<file path="src/rtl/row_accumulator_if.sv">
// Handshake bundle between the row accumulator and its product, row-length and result FIFOs.
// master is the accumulator side; slave is the FIFO/environment side.
interface row_accumulator_if #(
    parameter int unsigned MULT_BITS = 32,
    parameter int unsigned ACC_BITS  = 40,
    parameter int unsigned LEN_BITS  = 16,
    parameter int unsigned ROW_BITS  = 16
);
    logic [MULT_BITS-1:0] mult_out;
    logic                 mult_empty;
    logic                 mult_rd_en;
    logic [LEN_BITS-1:0]  row_len;
    logic                 row_len_empty;
    logic                 row_len_rd_en;
    logic [ACC_BITS-1:0]  res_out;
    logic [ROW_BITS-1:0]  res_row;
    logic                 res_wr_en;
    logic                 res_full;
    logic                 busy;

    modport master (
        input  mult_out, mult_empty, row_len, row_len_empty, res_full,
        output mult_rd_en, row_len_rd_en, res_out, res_row, res_wr_en, busy
    );

    modport slave (
        output mult_out, mult_empty, row_len, row_len_empty, res_full,
        input  mult_rd_en, row_len_rd_en, res_out, res_row, res_wr_en, busy
    );
endinterface

</file>
<file path="src/rtl/row_accumulator.sv">
// Sums one row of products per row-length word and pushes the tagged row sum to the result FIFO.
// Rows are handled strictly one at a time; all FIFOs are registered-read.
module row_accumulator #(
    parameter int unsigned MULT_BITS = 32,
    parameter int unsigned ACC_BITS  = 40,
    parameter int unsigned LEN_BITS  = 16,
    parameter int unsigned ROW_BITS  = 16
) (
    input logic               clk,
    input logic               rst,
    row_accumulator_if.master bus
);
    typedef enum logic [1:0] {
        StLenReq,
        StLenWait,
        StAccum,
        StEmit
    } state_e;

    state_e              state_q, state_d;
    logic [ACC_BITS-1:0] acc_q, acc_d;
    logic [ACC_BITS-1:0] res_out_q, res_out_d;
    logic [LEN_BITS-1:0] issue_cnt_q, issue_cnt_d;
    logic [LEN_BITS-1:0] recv_cnt_q, recv_cnt_d;
    logic [ROW_BITS-1:0] row_idx_q, row_idx_d;
    logic                valid_q;
    logic                mult_pop, len_pop, res_push;
    logic [ACC_BITS-1:0] acc_sum;

    assign acc_sum = acc_q + ACC_BITS'(bus.mult_out);

    always_comb begin
        state_d     = state_q;
        acc_d       = acc_q;
        res_out_d   = res_out_q;
        issue_cnt_d = issue_cnt_q;
        recv_cnt_d  = recv_cnt_q;
        row_idx_d   = row_idx_q;
        mult_pop    = 1'b0;
        len_pop     = 1'b0;
        res_push    = 1'b0;
        unique case (state_q)
            StLenReq: begin
                len_pop = !bus.row_len_empty;
                if (len_pop) begin
                    acc_d   = '0;
                    state_d = StLenWait;
                end
            end
            StLenWait: begin
                issue_cnt_d = bus.row_len;
                recv_cnt_d  = bus.row_len;
                if (bus.row_len == '0) begin
                    res_out_d = '0;
                    state_d   = StEmit;
                end else begin
                    state_d = StAccum;
                end
            end
            StAccum: begin
                // Issue and receive are tracked separately so pops can run ahead of the data.
                mult_pop = !bus.mult_empty && (issue_cnt_q != '0);
                if (mult_pop) begin
                    issue_cnt_d = issue_cnt_q - LEN_BITS'(1);
                end
                if (valid_q) begin
                    acc_d      = acc_sum;
                    recv_cnt_d = recv_cnt_q - LEN_BITS'(1);
                    if (recv_cnt_q == LEN_BITS'(1)) begin
                        res_out_d = acc_sum;
                        state_d   = StEmit;
                    end
                end
            end
            StEmit: begin
                res_push = !bus.res_full;
                if (res_push) begin
                    row_idx_d = row_idx_q + ROW_BITS'(1);
                    state_d   = StLenReq;
                end
            end
            default: state_d = StLenReq;
        endcase
    end

    always_ff @(posedge clk or posedge rst) begin
        if (rst) begin
            state_q     <= StLenReq;
            acc_q       <= '0;
            res_out_q   <= '0;
            issue_cnt_q <= '0;
            recv_cnt_q  <= '0;
            row_idx_q   <= '0;
            valid_q     <= 1'b0;
        end else begin
            state_q     <= state_d;
            acc_q       <= acc_d;
            res_out_q   <= res_out_d;
            issue_cnt_q <= issue_cnt_d;
            recv_cnt_q  <= recv_cnt_d;
            row_idx_q   <= row_idx_d;
            valid_q     <= mult_pop;
        end
    end

    // Strobes are gated by rst so they drop in the same cycle reset is raised.
    assign bus.mult_rd_en    = mult_pop && !rst;
    assign bus.row_len_rd_en = len_pop && !rst;
    assign bus.res_wr_en     = res_push && !rst;
    assign bus.busy          = (state_q != StLenReq) && !rst;
    assign bus.res_out       = res_out_q;
    assign bus.res_row       = row_idx_q;
endmodule

</file>
<file path="src/flat_wrapper.sv">
// flat-port wrapper written by rule: the top's interface ports become plain ports
module row_accumulator_flat 
#(
    parameter int unsigned MULT_BITS = 32,
    parameter int unsigned ACC_BITS  = 40,
    parameter int unsigned LEN_BITS  = 16,
    parameter int unsigned ROW_BITS  = 16
)
  (clk, rst, bus_mult_out, bus_mult_empty, bus_row_len, bus_row_len_empty, bus_res_full, bus_mult_rd_en, bus_row_len_rd_en, bus_res_out, bus_res_row, bus_res_wr_en, bus_busy);
  row_accumulator_if #(.MULT_BITS(MULT_BITS), .ACC_BITS(ACC_BITS), .LEN_BITS(LEN_BITS), .ROW_BITS(ROW_BITS)) bus_i ();
  input logic clk;
  input logic rst;
  input wire logic [$bits(bus_i.mult_out)-1:0] bus_mult_out;
  input wire logic [$bits(bus_i.mult_empty)-1:0] bus_mult_empty;
  input wire logic [$bits(bus_i.row_len)-1:0] bus_row_len;
  input wire logic [$bits(bus_i.row_len_empty)-1:0] bus_row_len_empty;
  input wire logic [$bits(bus_i.res_full)-1:0] bus_res_full;
  output wire logic [$bits(bus_i.mult_rd_en)-1:0] bus_mult_rd_en;
  output wire logic [$bits(bus_i.row_len_rd_en)-1:0] bus_row_len_rd_en;
  output wire logic [$bits(bus_i.res_out)-1:0] bus_res_out;
  output wire logic [$bits(bus_i.res_row)-1:0] bus_res_row;
  output wire logic [$bits(bus_i.res_wr_en)-1:0] bus_res_wr_en;
  output wire logic [$bits(bus_i.busy)-1:0] bus_busy;
  assign bus_i.mult_out = bus_mult_out;
  assign bus_i.mult_empty = bus_mult_empty;
  assign bus_i.row_len = bus_row_len;
  assign bus_i.row_len_empty = bus_row_len_empty;
  assign bus_i.res_full = bus_res_full;
  assign bus_mult_rd_en = bus_i.mult_rd_en;
  assign bus_row_len_rd_en = bus_i.row_len_rd_en;
  assign bus_res_out = bus_i.res_out;
  assign bus_res_row = bus_i.res_row;
  assign bus_res_wr_en = bus_i.res_wr_en;
  assign bus_busy = bus_i.busy;
  row_accumulator #(.MULT_BITS(MULT_BITS), .ACC_BITS(ACC_BITS), .LEN_BITS(LEN_BITS), .ROW_BITS(ROW_BITS)) u_core (.clk(clk), .rst(rst), .bus(bus_i));
endmodule
</file>
<file path="config.mk">
export PLATFORM = sky130hd
export DESIGN_NAME = row_accumulator_flat
export DESIGN_NICKNAME = d
export VERILOG_FILES = /design/src/rtl/row_accumulator_if.sv /design/src/rtl/row_accumulator.sv /design/src/flat_wrapper.sv
export SDC_FILE = /design/constraint.sdc
export NUM_CORES = 1
export LEC_CHECK = 0
export BUFFER_PORTS_ARGS = -buffer_cell sky130_fd_sc_hd__buf_4
export CAP_MARGIN = 0
export CORE_MARGIN = 2
export CORE_UTILIZATION = 54
export CTS_BUF_LIST = sky130_fd_sc_hd__clkbuf_2 sky130_fd_sc_hd__clkbuf_4 sky130_fd_sc_hd__clkbuf_8
export DETAILED_ROUTE_END_ITERATION = 10
export GPL_TIMING_DRIVEN = 0
export HOLD_SLACK_MARGIN = 0.06
export PLACE_DENSITY = 0.82
export SLEW_MARGIN = 10
export SYNTH_ARGS = -nofsm -noshare
export SYNTH_HDL_FRONTEND = slang
export SYNTH_SLANG_ARGS = --single-unit
</file>
<file path="constraint.sdc">
create_clock -name clk -period 3.6 [get_ports clk]
set_clock_uncertainty 0.1 [all_clocks]
set_input_delay 0.18 -clock clk [delete_from_list [all_inputs] [get_ports clk]]
set_output_delay 0.18 -clock clk [all_outputs]
set_load 0.05 [all_outputs]
</file>
==> qor.csv, run 1 <==
metric,value,unit
CTS Buf Count,17,
"Remaining Overflow, GRT",0,
Mapped Area,8260,µm²
average wire per standard cell,19.2,µm
Post-DP HPWL,18300,µm
most frequent cells in the layout,"nand2_1, dfrtp_1, buf_4",
diodes inserted,0,
Die Y-Extent,128,µm
Worst setup SP type,flip-flop,
initial antenna violation count,0,
Post-synth EDFFs,0,
H-Tree Depth,4,
DR pass1 iterations,6,
initial core utilization,0.547,
"FFs w/ async S/R, synth",1.00,
Final Hold Viols,0,
CP max FO,10,
worst min-delay path class,input port to flip-flop,
Site Rows,45,
Setup Viol. Count Final,0,
final hold slack,0.0691,ns
Yosys cell types,66,
global-route wire length before repair,40300,µm
maximum vdd drop,0.000425,V
Worst Reg2Reg Path Length in Cells,9,
fin cells,1315,
Yosys warnings,0,
Synth Instances,963,
minimum clock period,3.45,ns
Worst Hold Path Cells,3,
Yosys reg bits,131,
CTS tree,built,
syn nets,1057,
CTS sink count,131,
Area growth syn-to-layout,21.5,%
# fillers,1296,
post-route ant nets,0,
fin crit share,0.957,
"commonest non-fill, non-tap cell in the layout",nand2_1,
initial drt markers,1096,
WP data required,3.83,ns
core footprint,15100,µm²
Residual DRC,0,
status,completed,
clock root cell,clkbuf_8,
Max transition margin,0.425,
placed cells,1267,
Routed WL,25300,µm
Clock Latency Late Sink,0.47,ns
sequential element share of the synthesized area,0.397,
Die Footprint,16300,µm²
max-slew violations,0,
Syn Area/Cell,8.58,µm²
DR vias/cell,6.40,
IO Count,113,
CP arrival,3.68,ns
CP Capture Type,flip-flop,
via count,8410,
share of layout cells above drive strength 1,0.151,
"Reg clk slew, reported paths",0.08,ns
main flop type after synthesis,dfrtp_1,
Layout Nets,1208,
RSZ-0062 raised after global routing,true,
CP max stage cell,clkbuf_1,
number of global-route vias before repair,7687,
max incr delay on CP,0.50,ns
PortBufs,112,
largest net degree at the start of global routing,36,
worst-margin pin slew,0.863,ns
Static Leak,4.44,nW
Die W,128,µm
PwrDens,809,nW/µm²
r2r setup slk,0.15,ns
total track usage,0.315,
WS Path Type,flip-flop to flip-flop,
RePlAce Congestion,0.966,
clk buf depth,2,
CP Cell Sequence,inv_1 -> ha_1 -> clkbuf_1 -> inv_1 -> a2bb2oi_1 -> o21ai_1 -> clkbuf_1 -> clkbuf_2 -> o21ai_0,
max-cap violations,0,
fmax,0.290,GHz
## cell families after synthesis
group / share of synthesized area
xor gates and xnor gates: 0.0424
muxes: 0.00909
DFF: 0.397
AOI/OAI and AO/OA: 0.252
buffers and inverters: 0.0332
and+or+nand+nor: 0.204
adders and majority gates: 0.0630
## Yosys cell counts, types with 6 or more instances
cell type / n / area (µm²)
nand4_1: 25 / 156
a21oi_1: 79 / 395
nand2_1: 143 / 537
a22o_1: 17 / 149
buf_1: 7 / 26.3
o211ai_1: 16 / 120
a211oi_1: 13 / 97.6
buf_2: 6 / 30.0
o21a_1: 16 / 120
a31oi_1: 9 / 56.3
nor2b_1: 6 / 37.5
and3_1: 9 / 56.3
nor2_1: 70 / 263
inv_1: 23 / 86.3
xor2_1: 13 / 114
a21o_1: 6 / 45.0
nor3_1: 29 / 145
clkbuf_1: 35 / 131
nor4_1: 6 / 37.5
a211o_1: 9 / 78.8
o22a_1: 11 / 96.3
o31ai_1: 10 / 75.1
nand2b_1: 10 / 62.6
o21bai_1: 8 / 60.1
nand3_1: 29 / 145
or3_1: 8 / 50.1
ha_1: 40 / 500
and2_1: 11 / 68.8
xnor2_1: 27 / 236
o21ai_0: 69 / 345
dfrtp_1: 131 / 3280
## sequential cells by signal (all words and copies together) (netlist names)
register	flops
u_core.state_q	2
u_core.bus.res_out	40
u_core.valid_q	1
u_core.bus.res_row	16
u_core.acc_q	40
u_core.recv_cnt_q	16
u_core.issue_cnt_q	16
## layer usage
metal / GRT usage / vias up / part of all wire
met5: 0 / - / 0
met4: 0.105 / 0 / 0.026
met3: 0.0593 / 53 / 0.090
met2: 0.478 / 481 / 0.44
met1: 0.456 / 4028 / 0.44
li1: - / 3848 / -
## path summary, 6_finish.rpt
| kind | startpoint | to |
|---|---|---|
| hold reg to reg | u_core.bus.res_row[15]$_DFFE_PP0P_ | u_core.bus.res_row[15]$_DFFE_PP0P_ |
| setup / recovery | u_core.state_q[0]$_DFFE_PP0P_ | u_core.acc_q[2]$_DFFE_PP0P_ |
| hold / removal | bus_mult_out[1] | u_core.acc_q[1]$_DFFE_PP0P_ |
| max in group asynchronous | rst | u_core.bus.res_out[16]$_DFFE_PP0P_ |
| min in group asynchronous | rst | u_core.bus.res_row[1]$_DFFE_PP0P_ |
| setup reg to reg | u_core.state_q[0]$_DFFE_PP0P_ | u_core.acc_q[2]$_DFFE_PP0P_ |
## worst max-delay path: cells and delay by family (launching register included)
family          cells  cell delay [ns]
buf+inv             5             1.77
compound gates      3             0.85
flops               1             0.44
fa+ha+maj           1             0.16
## timing repair
action	CTS	global route
hold endpoints to repair	60	0
resized for setup	0	5
setup endpoints to repair	0	28
hold buffers	16	0
buffers inserted	0	0
## final cells by class
cell class / count / area (µm²) / share of cell area
clock buffers: 20 / 263 / 0.0262
inverters: 23 / 90.1 / 0.00898
clock inverters: 12 / 180 / 0.0180
well taps: 188 / 235 / 0.0234
flip-flops and latches: 131 / 3280 / 0.327
repair buffers: 132 / 1090 / 0.108
plain buffers: 48 / 191 / 0.0191
multi-input cells: 761 / 4710 / 0.469
## per-stage QoR
stage / power, mW / cell area, µm² / utilization / worst slack (ns) / setup TNS, ns
3_5_place_dp: 6.56 / 9430 / 0.625 / 0.0641 / 0
4_1_cts: 7.99 / 10000 / 0.665 / 0.0282 / 0
3_3_place_gp: 6.45 / 9340 / 0.619 / -0.341 / -0.670
5_1_grt: 8.60 / 10000 / 0.665 / -0.00140 / -0.00140
2_1_floorplan: 5.23 / 8260 / - / 0.629 / 0
6_report: 8.12 / 10000 / 0.665 / 0.155 / 0
## report_power, final
part | internal [mW] | total [mW] | switching, mW
Clock | 0.789 | 1.42 | 0.630
Sequential | 1.92 | 2.33 | 0.410
Combinational | 1.38 | 4.37 | 2.98
No activity file was read; power rests on OpenSTA's default activity.
==> run 2, diff against run 1 <==
ABC_AREA = 1   (was unset)
CORE_UTILIZATION = 55   (was 54)
HOLD_SLACK_MARGIN = 0.05   (was 0.06)
==> qor.csv, run 2 <==
metric,value,unit,change
status,completed,,unchanged
Residual DRC,0,,unchanged
Layout Nets,1564,,was 1208
DR pass1 iterations,5,,was 6
Syn Area/Cell,6.77,µm²,was 8.58 µm²
Mapped Area,8930,µm²,was 8260 µm²
Synth top cells by count,"nand2_1, inv_1, nor2_1",,"was nand2_1, dfrtp_1, a21oi_1"
clk buf depth,2,,unchanged
Synth Instances,1320,,was 963
Pwr Total,6.26,mW,was 8.12 mW
Static Leak,5.68,nW,was 4.44 nW
"Remaining Overflow, GRT",0,,unchanged
Post-DP HPWL,19400,µm,was 18300 µm
RePlAce Congestion,0.966,,about the same
DR vias/cell,5.35,,was 6.40
Final Hold Viols,0,,unchanged
Yosys reg bits,131,,unchanged
CP max FO,4,,was 10
WS Path Type,flip-flop to flip-flop,,unchanged
"commonest non-fill, non-tap cell in the layout",nand2_1,,unchanged
CTS tree,built,,unchanged
largest net degree at the start of global routing,39,,was 36
core footprint,15900,µm²,was 15100 µm²
worst min-delay path class,input port to flip-flop,,unchanged
Setup Viol. Count Final,0,,unchanged
initial drt markers,741,,was 1096
Post-synth EDFFs,0,,unchanged
Yosys cell types,38,,was 66
Routed WL,25000,µm,was 25300 µm
post-route design area,10700,µm²,was 10000 µm²
syn nets,1414,,was 1057
initial antenna violation count,0,,unchanged
"count leader, synth",nand2_1,,unchanged
final worst-path setup slack,1.05,ns,was 0.155 ns
CTS sink count,131,,unchanged
clock root cell,clkbuf_8,,unchanged
share of layout cells above drive strength 1,0.142,,was 0.151
Die W,131,µm,was 128 µm
fmax,0.392,GHz,was 0.290 GHz
setup TNS,0,ns,unchanged
synth top area cells,"dfrtp_1, nand2_1, inv_1",,"was dfrtp_1, nand2_1, ha_1"
Clock Latency Late Sink,0.48,ns,was 0.47 ns
setup bufs post-CTS,0,,unchanged
minimum clock period,2.55,ns,was 3.45 ns
Site Rows,46,,was 45
max-cap violations,0,,unchanged
r2r setup slk,1.05,ns,was 0.15 ns
placed cells,1651,,was 1267
WP data required,3.86,ns,was 3.83 ns
CTS Buf Count,17,,unchanged
Die Y-Extent,131,µm,was 128 µm
fin cells,1699,,was 1315
"FFs w/ async S/R, synth",1.00,,unchanged
CP arrival,2.81,ns,was 3.68 ns
Die Footprint,17300,µm²,was 16300 µm²
Yosys top cell by area,dfrtp_1,,unchanged
sequential element share of the synthesized area,0.367,,was 0.397
fin crit share,0.708,,was 0.957
Area after DPL,10100,µm²,was 9430 µm²
initial core utilization,0.562,,was 0.547
Area growth syn-to-layout,19.5,%,was 21.5%
Worst setup SP type,flip-flop,,unchanged
Max transition margin,0.489,,was 0.425
RSZ-0062 raised after global routing,false,,was true
"Reg clk slew, reported paths",0.09,ns,was 0.08 ns
total track usage,0.297,,was 0.315
max-slew violations,0,,unchanged
maximum vdd drop,0.000290,V,was 0.000425 V
Yosys warnings,0,,unchanged
most frequent cells in the layout,"nand2_1, inv_1, nor2_1",,"was nand2_1, dfrtp_1, buf_4"
global-route wire length before repair,41600,µm,was 40300 µm
Final Util,0.672,,was 0.665
average wire per standard cell,14.7,µm,was 19.2 µm
worst-margin pin slew,0.764,ns,was 0.863 ns
Synth top area share,0.367,,was 0.397
via count,9084,,was 8410
PortBufs,112,,unchanged
PwrDens,586,nW/µm²,was 809 nW/µm²
CP Capture Type,flip-flop,,unchanged
number of global-route vias before repair,8625,,was 7687
diodes inserted,0,,unchanged
main flop type after synthesis,dfrtp_1,,unchanged
final hold slack,0.0784,ns,was 0.0691 ns
IO Count,113,,unchanged
pre-CTS setup slack,1.07,ns,was 0.0641 ns
H-Tree Depth,4,,unchanged
post-route ant nets,0,,unchanged
==> run 2: cell types whose count changed after synthesis, moves of 27 or more <==
| cell | change |
|---|---|
| a21oi_1 | -27 |
| nor2_1 | +64 |
| inv_1 | +143 |
| o21ai_1 | +42 |
| clkbuf_1 | -29 |
| nand3_1 | +43 |
| nand2_1 | +292 |
==> run 2: path summary, 6_finish.rpt <==
path | start | end | depth (start not counted)
worst max-delay path | u_core.acc_q[0]$_DFFE_PP0P_ | u_core.bus.res_out[24]$_DFFE_PP0P_ | 13
min in group asynchronous | rst | u_core.bus.res_row[4]$_DFFE_PP0P_ | 3
worst min register to register | u_core.bus.res_out[26]$_DFFE_PP0P_ | u_core.bus.res_out[26]$_DFFE_PP0P_ | 2
max in group asynchronous | rst | u_core.acc_q[11]$_DFFE_PP0P_ | 5
worst min-delay path | bus_row_len[11] | u_core.recv_cnt_q[11]$_DFFE_PP0P_ | 5
worst max register to register | u_core.acc_q[0]$_DFFE_PP0P_ | u_core.bus.res_out[24]$_DFFE_PP0P_ | 13
==> run 2: cells by family after synthesis <==
kind of cell,share of synthesized area
flops,0.367
simple gates,0.356
xor+xnor,0.0245
buf+inv,0.0971
fa+ha+maj,0.0583
compound gates,0.0971
==> run 2: per-layer routing <==
| layer | routed length (µm) | up-vias | GRT usage |
|---|---|---|---|
| li1 | - | 4533 | - |
| met1 | 11200 | 4143 | 0.397 |
| met2 | 11300 | 342 | 0.471 |
| met3 | 1660 | 66 | 0.0629 |
| met4 | 843 | 0 | 0.122 |
| met5 | 0 | - | 0 |
==> run 2: repair_timing <==
action,in CTS,in global routing
hold buffers,16,0
resized for setup,0,0
hold endpoints to repair,57,0
==> run 2: critical path: stages, from the launching register on <==
cell	delay, ns
dfrtp_1	0.39
ha_1	0.26
fa_1	0.46
inv_1	0.08
nor2_1	0.05
or2_1	0.26
nand2_1	0.08
nand2_1	0.13
nand2_1	0.10
nand2_1	0.12
nand2_1	0.10
nand3_1	0.11
nand4_1	0.12
nand2_1	0.07
==> run 2: power by group <==
group | leakage, nW | internal, mW | switching (mW)
logic | 3.84 | 1.02 | 1.94
clock network | 0.200 | 0.634 | 0.696
registers | 1.64 | 1.75 | 0.223
total | 5.68 | 3.40 | 2.86
==> run 2: final cells by class <==
cell class	count	area, µm²
tap	216	270
sequential	131	3280
inverter	175	661
timing repair buffer	131	1060
fill	1437	5210
buffer	36	210
multi-input combinational	978	4790
clock buffer	17	234
clock inverter	15	170
